$ cat src/rtl/data_mem_arbiter_pkg.sv
// Shared types and limits for the data memory arbiter: read ownership tag,
// supported RAM latency range and a saturating counter helper.
package data_mem_arbiter_pkg;

    typedef enum logic {
        OWNER_CPU = 1'b0,
        OWNER_DBG = 1'b1
    } owner_t;

    localparam int MIN_READ_LATENCY = 1;
    localparam int MAX_READ_LATENCY = 4;

    function automatic logic [15:0] sat_inc16(input logic [15:0] value);
        return (value == 16'hFFFF) ? value : value + 16'd1;
    endfunction

endpackage

$ cat src/rtl/data_mem_arbiter_mem_read_tracker.sv
// Shift register carrying {valid, owner} for every issued read so the
// returning RAM data can be steered to the master that asked for it.
module mem_read_tracker
    import data_mem_arbiter_pkg::*;
#(
    parameter int LATENCY = 1
) (
    input  logic clock,
    input  logic reset_n,
    input  logic issue_valid,
    input  logic issue_owner,
    output logic out_valid,
    output logic out_owner
);

    logic [LATENCY-1:0] valid_sr;
    owner_t             owner_sr [LATENCY];

    // Clearing on reset drops reads that were still in flight.
    always_ff @(posedge clock) begin
        if (!reset_n) begin
            valid_sr <= '0;
            for (int i = 0; i < LATENCY; i++) begin
                owner_sr[i] <= OWNER_CPU;
            end
        end else begin
            valid_sr[0] <= issue_valid;
            owner_sr[0] <= owner_t'(issue_owner);
            for (int i = 1; i < LATENCY; i++) begin
                valid_sr[i] <= valid_sr[i-1];
                owner_sr[i] <= owner_sr[i-1];
            end
        end
    end

    assign out_valid = valid_sr[LATENCY-1];
    assign out_owner = owner_sr[LATENCY-1];

endmodule

$ cat src/rtl/data_mem_arbiter.sv
// Arbitrates the single-port data RAM between the CPU and the debug port:
// CPU priority, bounded debug starvation, tagged read return.
module data_mem_arbiter
    import data_mem_arbiter_pkg::*;
#(
    parameter int WORD_SIZE        = 18,
    parameter int ADDR_WIDTH       = 16,
    parameter int MEM_READ_LATENCY = 1,
    parameter int MAX_WAIT         = 7
) (
    input  logic                  clock,
    input  logic                  reset_n,
    input  logic                  cpu_req,
    input  logic                  cpu_we,
    input  logic [ADDR_WIDTH-1:0] cpu_addr,
    input  logic [WORD_SIZE-1:0]  cpu_wdata,
    output logic                  cpu_ack,
    output logic                  cpu_rvalid,
    output logic [WORD_SIZE-1:0]  cpu_rdata,
    input  logic                  dbg_req,
    input  logic                  dbg_we,
    input  logic [ADDR_WIDTH-1:0] dbg_addr,
    input  logic [WORD_SIZE-1:0]  dbg_wdata,
    output logic                  dbg_ack,
    output logic                  dbg_rvalid,
    output logic [WORD_SIZE-1:0]  dbg_rdata,
    input  logic                  cpu_halted,
    output logic [ADDR_WIDTH-1:0] mem_address,
    output logic [WORD_SIZE-1:0]  mem_write,
    output logic                  mem_wren,
    input  logic [WORD_SIZE-1:0]  mem_read,
    output logic [15:0]           conflict_count
);

    localparam int LATENCY =
        (MEM_READ_LATENCY < MIN_READ_LATENCY) ? MIN_READ_LATENCY :
        (MEM_READ_LATENCY > MAX_READ_LATENCY) ? MAX_READ_LATENCY : MEM_READ_LATENCY;
    localparam logic [7:0] WAIT_LIMIT = 8'(MAX_WAIT);

    // Handshake: a master raises req with we/addr/wdata stable and holds them
    // until ack; ack is combinational and marks the single cycle the access
    // reaches the RAM. Read data returns later as a one-cycle rvalid pulse.
    logic [7:0]            wait_cnt;
    logic                  dbg_win;
    logic                  cpu_win;
    logic [ADDR_WIDTH-1:0] addr_q;
    logic [WORD_SIZE-1:0]  wdata_q;
    logic                  issue_read;
    owner_t                issue_owner;
    logic                  ret_valid;
    logic                  ret_owner;
    logic [WORD_SIZE-1:0]  cpu_rdata_q;
    logic [WORD_SIZE-1:0]  dbg_rdata_q;

    always_comb begin
        dbg_win = reset_n && dbg_req && (!cpu_req || cpu_halted || wait_cnt == WAIT_LIMIT);
        cpu_win = reset_n && cpu_req && !dbg_win;
    end

    assign dbg_ack = dbg_win;
    assign cpu_ack = cpu_win;

    // When idle the RAM keeps seeing the last granted address and data.
    always_comb begin
        mem_address = addr_q;
        mem_write   = wdata_q;
        mem_wren    = 1'b0;
        issue_read  = 1'b0;
        issue_owner = OWNER_CPU;
        if (dbg_win) begin
            mem_address = dbg_addr;
            mem_write   = dbg_wdata;
            mem_wren    = dbg_we;
            issue_read  = !dbg_we;
            issue_owner = OWNER_DBG;
        end else if (cpu_win) begin
            mem_address = cpu_addr;
            mem_write   = cpu_wdata;
            mem_wren    = cpu_we;
            issue_read  = !cpu_we;
        end
        if (!reset_n) begin
            mem_address = '0;
            mem_write   = '0;
        end
    end

    always_ff @(posedge clock) begin
        if (!reset_n) begin
            addr_q         <= '0;
            wdata_q        <= '0;
            wait_cnt       <= '0;
            conflict_count <= '0;
        end else begin
            if (cpu_win || dbg_win) begin
                addr_q  <= mem_address;
                wdata_q <= mem_write;
            end
            if (!dbg_req || dbg_win) begin
                wait_cnt <= '0;
            end else if (wait_cnt != WAIT_LIMIT) begin
                wait_cnt <= wait_cnt + 8'd1;
            end
            if (cpu_req && dbg_req) begin
                conflict_count <= sat_inc16(conflict_count);
            end
        end
    end

    mem_read_tracker #(
        .LATENCY(LATENCY)
    ) u_tracker (
        .clock      (clock),
        .reset_n    (reset_n),
        .issue_valid(issue_read),
        .issue_owner(issue_owner),
        .out_valid  (ret_valid),
        .out_owner  (ret_owner)
    );

    assign cpu_rvalid = reset_n && ret_valid && (ret_owner == OWNER_CPU);
    assign dbg_rvalid = reset_n && ret_valid && (ret_owner == OWNER_DBG);
    assign cpu_rdata  = cpu_rvalid ? mem_read : cpu_rdata_q;
    assign dbg_rdata  = dbg_rvalid ? mem_read : dbg_rdata_q;

    always_ff @(posedge clock) begin
        if (!reset_n) begin
            cpu_rdata_q <= '0;
            dbg_rdata_q <= '0;
        end else begin
            if (cpu_rvalid) cpu_rdata_q <= mem_read;
            if (dbg_rvalid) dbg_rdata_q <= mem_read;
        end
    end

endmodule

$ cat config.mk
export PLATFORM = sky130hd
export DESIGN_NAME = data_mem_arbiter
export DESIGN_NICKNAME = d
export VERILOG_FILES = /design/src/rtl/data_mem_arbiter_pkg.sv /design/src/rtl/data_mem_arbiter_mem_read_tracker.sv /design/src/rtl/data_mem_arbiter.sv
export SDC_FILE = /design/constraint.sdc
export NUM_CORES = 1
export LEC_CHECK = 0
export BUFFER_PORTS_ARGS = -buffer_cell sky130_fd_sc_hd__buf_2
export CAP_MARGIN = 20
export CELL_PAD_IN_SITES_DETAIL_PLACEMENT = 2
export CELL_PAD_IN_SITES_GLOBAL_PLACEMENT = 2
export CORE_UTILIZATION = 28
export CTS_CLUSTER_SIZE = 20
export DETAILED_ROUTE_END_ITERATION = 7
export PLACE_DENSITY = 0.9
export REMOVE_ABC_BUFFERS = 1
export SYNTH_ARGS = -nofsm -noshare
export SYNTH_HDL_FRONTEND = slang
export SYNTH_SLANG_ARGS = --single-unit
export TNS_END_PERCENT = 1
$ cat constraint.sdc
create_clock -name clock -period 2 [get_ports clock]
set_input_delay 0.2 -clock clock [delete_from_list [all_inputs] [get_ports clock]]
set_output_delay 0.2 -clock clock [all_outputs]
set_load 0.01 [all_outputs]
### Yosys cells after proc, flatten, opt, wreduce, memory -nomap -nowiden

Memories as Yosys holds them, arrays and structs flattened.
Cells that the tools add are included.

* bitwise logic cells: 3
* $add $sub $neg: 2
* reductions and logical operators: 20
* eq/ne operators: 3
* muxes and demuxes: 17

Operator list (number)
* two-way mux 18 bit: 5
* two-way mux 16 bit: 3
* adder 16 x 1 -> 16 bit, second input constant: 1
* equality test 16 bit, second input constant: 1
* two-way mux 1 bit: 9
* adder 8 x 1 -> 8 bit, second input constant: 1
* equality test 8 x 3 -> 1 bit, second input constant: 1
* logical AND 1 bit: 8
* inequality test 8 x 3 -> 1 bit, second input constant: 1
* zero test 1 bit: 5
* logical OR 1 bit: 4
* NOT 1 bit: 3
* AND reduction 2 bit: 1
* OR reduction 2 bit: 1
* OR reduction 1 bit: 1

* memories: 1
* input bits: 93
* word-level logic and storage cells: 53
* register bits after elaboration: 95
* memory bits (writable): 1
* output and inout port bits: 91

Memories
* u_tracker.owner_sr: depth 1, bits a word 1, rd ports 1, clocked after Yosys merged registers in 0, write ports 1, RTL line data_mem_arbiter_mem_read_tracker.sv:17 `owner_t owner_sr [LATENCY];`

### Logic depth before layout (Yosys ltp)

* depth after elaboration: 9
* gate-level depth with buffers: 8
* depth with buffers taken out: 6

### Cells and area by module

From an unflattened synthesis, not the netlist that was laid out.

* cell total of the unflattened synthesis: 464
* area, all modules: 4564.4 um^2

Modules (own cells, without submodules)
* data_mem_arbiter: area an instance 4511.8 um^2, seq. area each 1881.8 um^2, times used 1, cells each 460
* mem_read_tracker: area an instance 52.6 um^2, seq. area each 40.0 um^2, times used 1, cells each 4

### Worst setup path after synthesis

No wires, ideal clock.

* kind: flip-flop to output port
* from: reg wait_cnt[0]
* to: out mem_write[3]
* stages on the path, launching flop included: 8
* required time: 1800 ps
* slack: -37 ps
* data arrival time: 1837 ps
* buffers on the path: 2
* path through: dfxtp_1 ha_1 nor4b_4 a21oi_2 or2_1 buf_6 buf_6 a211oi_1

* cells in the longest elaborated chain, start to end: 8

RTL lines
* from (decl): RTL line data_mem_arbiter.sv:43 `logic [7:0] wait_cnt;`
* from (signal assigned): RTL line data_mem_arbiter.sv:102 `wait_cnt <= wait_cnt + 8'd1;`
* equality test 8 x 3 -> 1 bit (*): RTL line data_mem_arbiter.sv:56 `dbg_win = reset_n && dbg_req && (!cpu_req || cpu_halted || wait_cnt == WAIT_LIMIT);`
* logical OR 1 bit (*): RTL line data_mem_arbiter.sv:56
* logical AND 1 bit (*): RTL line data_mem_arbiter.sv:56
* zero test 1 bit: RTL line data_mem_arbiter.sv:57 `cpu_win = reset_n && cpu_req && !dbg_win;`
* logical AND 1 bit: RTL line data_mem_arbiter.sv:57
* two-way mux 18 bit: RTL line data_mem_arbiter.sv:76 `end else if (cpu_win) begin`
* two-way mux 18 bit (*): RTL line data_mem_arbiter.sv:70 `if (dbg_win) begin`
* two-way mux 18 bit (*): RTL line data_mem_arbiter.sv:82 `if (!reset_n) begin`
* to (decl): RTL line data_mem_arbiter.sv:29 `output logic [WORD_SIZE-1:0] mem_write,`

Every way passes the cells marked *; elsewhere a longest branch is shown, timed or not.

### Worst setup path in the final report

* from: reg wait_cnt[0]
* to: out mem_address[3]

* cells in the longest elaborated chain, start to end: 8

RTL lines
* equality test 8 x 3 -> 1 bit (*): RTL line data_mem_arbiter.sv:56
* logical OR 1 bit (*): RTL line data_mem_arbiter.sv:56
* logical AND 1 bit (*): RTL line data_mem_arbiter.sv:56
* zero test 1 bit: RTL line data_mem_arbiter.sv:57
* logical AND 1 bit: RTL line data_mem_arbiter.sv:57
* two-way mux 16 bit: RTL line data_mem_arbiter.sv:76
* two-way mux 16 bit (*): RTL line data_mem_arbiter.sv:70
* two-way mux 16 bit (*): RTL line data_mem_arbiter.sv:82
* to (decl): RTL line data_mem_arbiter.sv:28 `output logic [ADDR_WIDTH-1:0] mem_address,`

Marks and branches as above.

==> out/metrics.csv <==
stage,metric,value,unit
drt,residual antenna-violating net count after detailed routing,0,
sta,Setup Skew,0.005510,ns
clocking,clock latency on the worst-skew pair,0.35,ns
drt,drt drc,0,
worst_setup_path,maximum fanout along the worst path,25,
logic_synthesis,synth unique cells,41,
placement,cell count after placement,856,
clocking,master cell of the clock root buffer,sky130_fd_sc_hd__clkbuf_16,
floorplanning,placement row count,46,
floorplanning,Floorplan Core Area,15890,um^2
worst_setup_path,Worst Path Required,1.80,ns
logic_synthesis,fraction of the yosys area taken by sequential cells,42.14,%
drt,Iteration-0 DRC Markers,153,
finish,non-filler instance count after layout,878,
sta,number of failing hold endpoints at the final stage,0,
pwr,power density of the placed cells,691.5,nW/um^2
worst_setup_path,minimum setup slack among reg-to-reg paths,0.13,ns
placement,final RePlAce weighted congestion,0.7709,
sta,final cycle utilization of the critical path,117.9,%
logic_synthesis,average cell area after synthesis,9.829,um^2
sta,post-layout min period,2.358,ns
drt,drt total wl,17810,um
global_routing,GRT Residual Overflow,0,
flow_run,number of max-cap violations,0,
worst_setup_path,crit path cell chain,ha_4 -> nor4b_4 -> a21oi_4 -> buf_4 -> nor3_1 -> a211oi_2 -> buf_2,
global_routing,initial antenna violation count,2,
global_routing,maximum number of pins on one net before global-route repair,66,
sta,final setup slack of the worst path,-0.3579,ns
floorplanning,Top Ports,184,
pwr,leakage power figure,2.941,nW
sta,slew at the pin with the worst max-slew slack,0.5898,ns
drt,total number of vias,4517,
finish,area grow syn2layout,41.62,%
logic_synthesis,top_reg_cell synth,sky130_fd_sc_hd__dfxtp_1,
global_routing,first-pass GRT wire length,26680,um
logic_synthesis,multiplexer share of the synthesized area,17.04,%
logic_synthesis,fraction of synthesized cell area in xor and xnor cells,1.152,%
placement,half-perimeter wire length of the detailed placement result,12590,um
finish,post-layout utilization of the core,40.66,%
floorplanning,starting utilization of the core area,28.71,%
floorplanning,DIE HEIGHT,129.6,um
logic_synthesis,compound-cell area share of the yosys netlist,15.78,%
status,violations in the final reports,setup timing,
sta,Slew Limit Headroom,60.38,%
clocking,Clock Pin Slew Worst Setup and Hold Paths,0.07,ns
finish,"commonest cells after routing, fill and taps aside","182 x sky130_fd_sc_hd__buf_2, 94 x sky130_fd_sc_hd__dfxtp_1, 37 x sky130_fd_sc_hd__mux2_2, 36 x sky130_fd_sc_hd__mux2i_1, 36 x sky130_fd_sc_hd__and2_1",
logic_synthesis,Synthesis Warnings,0,
floorplanning,Chip Width,129.6,um
floorplanning,Die Footprint,16800,um^2
global_routing,via count of the first global-routing pass,4896,
finish,"most common cell after layout, fill and taps aside",sky130_fd_sc_hd__buf_2,
sta,setup repair after global routing missed its margin,yes,
drt,WL per Instance,20.28,um
worst_setup_path,cell class contributing the biggest share of worst-path delay,simple AND/OR/NAND/NOR gates,
placement,Port Buf Inserts,183,
finish,fraction of layout instances using a drive strength above 1,49.32,%
worst_setup_path,crit end category,primary output,
worst_setup_path,Worst Reg2Reg Path Length in Cells,7,
worst_setup_path,master of the slowest instance on the critical path,sky130_fd_sc_hd__nor3_1,
min_path,number of cells traversed by the worst hold path,2,
worst_setup_path,Startpoint Class,register,
status,status,finished with violations,
sta,endpoints failing setup,37,
logic_synthesis,number of synthesized register bits,96,
logic_synthesis,synthesized area,4561,um^2
pwr,maximum ir drop on the vdd rail,0.3661,mV
logic_synthesis,"EDFF count, synth",0,
drt,number of detailed-route iterations in the first pass,4,
drt,mean number of vias per cell,5.145,
min_path,type of the worst min-delay path,primary input to register,
logic_synthesis,fraction of registers with async set/reset,0,%
logic_synthesis,adder and majority cell fraction of the synthesized area,0.5487,%
worst_setup_path,critical path class,register to primary output,
worst_setup_path,number of buffers and inverters on the critical path,2,
worst_setup_path,arrival time of data at the critical path endpoint,2.16,ns
logic_synthesis,"area fraction in and, or, nand and nor cells after synthesis",17.97,%
clocking,# H-tree levels,3,
clocking,clock tree from TritonCTS,yes,
sta,Max Slew Vio Count,0,
finish,# nets final,751,
logic_synthesis,gate count of the mapped netlist,464,
clocking,number of CTS-inserted buffers,9,
worst_setup_path,number of cells on the critical path,7,
sta,Highest Clock Rate,0.4241,GHz
global_routing,overall fraction of global-route tracks in use,20.72,%
logic_synthesis,largest family of logic cells by synthesized area,simple AND/OR/NAND/NOR gates,
clocking,clock sink count,96,
clocking,CTS Buffer Depth,2,
worst_setup_path,longest individual stage delay on the worst path,0.39,ns
kinds of logic (layout without fill, tap and decap cells):
family,count (synthesis),count (layout)
mux,73,73
buf+inv,46,243
flops,96,96
xor+xnor,6,6
compound gates,100,100
fa+ha+maj,2,2
other cells,0,1
simple gates,141,141
final timing paths:
kind,from,end
max reg2reg,wait_cnt[0],addr_q[7]
max,wait_cnt[0],mem_address[3]
min,dbg_we,u_tracker.out_valid
min reg2reg,conflict_count[4],conflict_count[4]
stage by stage:
stage | cell area, um^2 | hold slack, ns | setup WS, ns | TNS (ns) | total power [mW]
after floorplan | 4345 | 0.3155 | -1.622 | -102.05 | 2.349
after global placement | 5828 | 0.4458 | 0.006969 | 0 | 2.650
after detailed placement | 5828 | 0.4649 | -0.1744 | -2.896 | 2.693
after CTS | 6311 | 0.09934 | -0.3486 | -11.02 | 4.497
after global routing | 6456 | 0.1162 | -0.4704 | -15.06 | 4.651
final | 6459 | 0.1116 | -0.3579 | -11.75 | 4.466
layer usage:
layer  part of all wire (%)  wire (um)  GRT usage, %  up-vias
li1                       -          -             -     2116
met1                     39       7007         22.39     2225
met2                     52       9294         38.75      160
met3                    7.2       1285         5.615       14
met4                    1.1        201         6.840        2
met5                  0.095         17             0        -
cell usage after synthesis, drive strengths merged, types with 4 or more instances:
cell,count,area (um^2)
mux2,37,416.7
xor2,6,52.55
a21oi,14,73.82
buf,15,127.6
o21ai,4,20.02
inv,8,30.03
nor2,10,37.54
a211oi,68,515.5
o31ai,9,67.56
and3,7,43.79
dfxtp,96,1922
nand4,7,43.79
and2,36,225.2
nand3,13,65.06
clkbuf,23,87.58
mux2i,36,360.4
nand2,9,33.78
or4,9,67.56
nor3,37,185.2
cell type report:
| class | count | area [um^2] |
|---|---|---|
| Antenna cell | 1 | 2.502 |
| Clock inverter | 5 | 56.30 |
| Inverter | 8 | 32.53 |
| Clock buffer | 11 | 232.7 |
| Multi-Input combinational cell | 322 | 2649 |
| Timing Repair Buffer | 219 | 1291 |
| Tap cell | 216 | 270.3 |
| Fill cell | 1759 | 9427 |
| Sequential cell | 96 | 1924 |
flip-flops by register name, indices dropped and copies added, names as in the netlist:
signal / cells
dbg_rdata_q: 18
wait_cnt: 8
conflict_count: 16
u_tracker.out_valid: 1
u_tracker.owner_sr: 1
cpu_rdata_q: 18
addr_q: 16
wdata_q: 18
repair_timing:
action | 4_1_cts | 5_1_grt
setup buffers | 1 | 2
resized for setup | 35 | 23
gates cloned | 1 | 1
endpoints found under the setup margin | 38 | 39
hold buffers | 0 | 0
pin swaps | 2 | 3
power by group:
part,switching (mW),internal (mW),leakage (nW),total (mW)
clock network,0.762,0.972,0.140,1.73
registers,0.0259,1.99,0.784,2.01
logic,0.400,0.320,2.02,0.720
total,1.19,3.28,2.94,4.47
(Power assumes the default switching activity.)
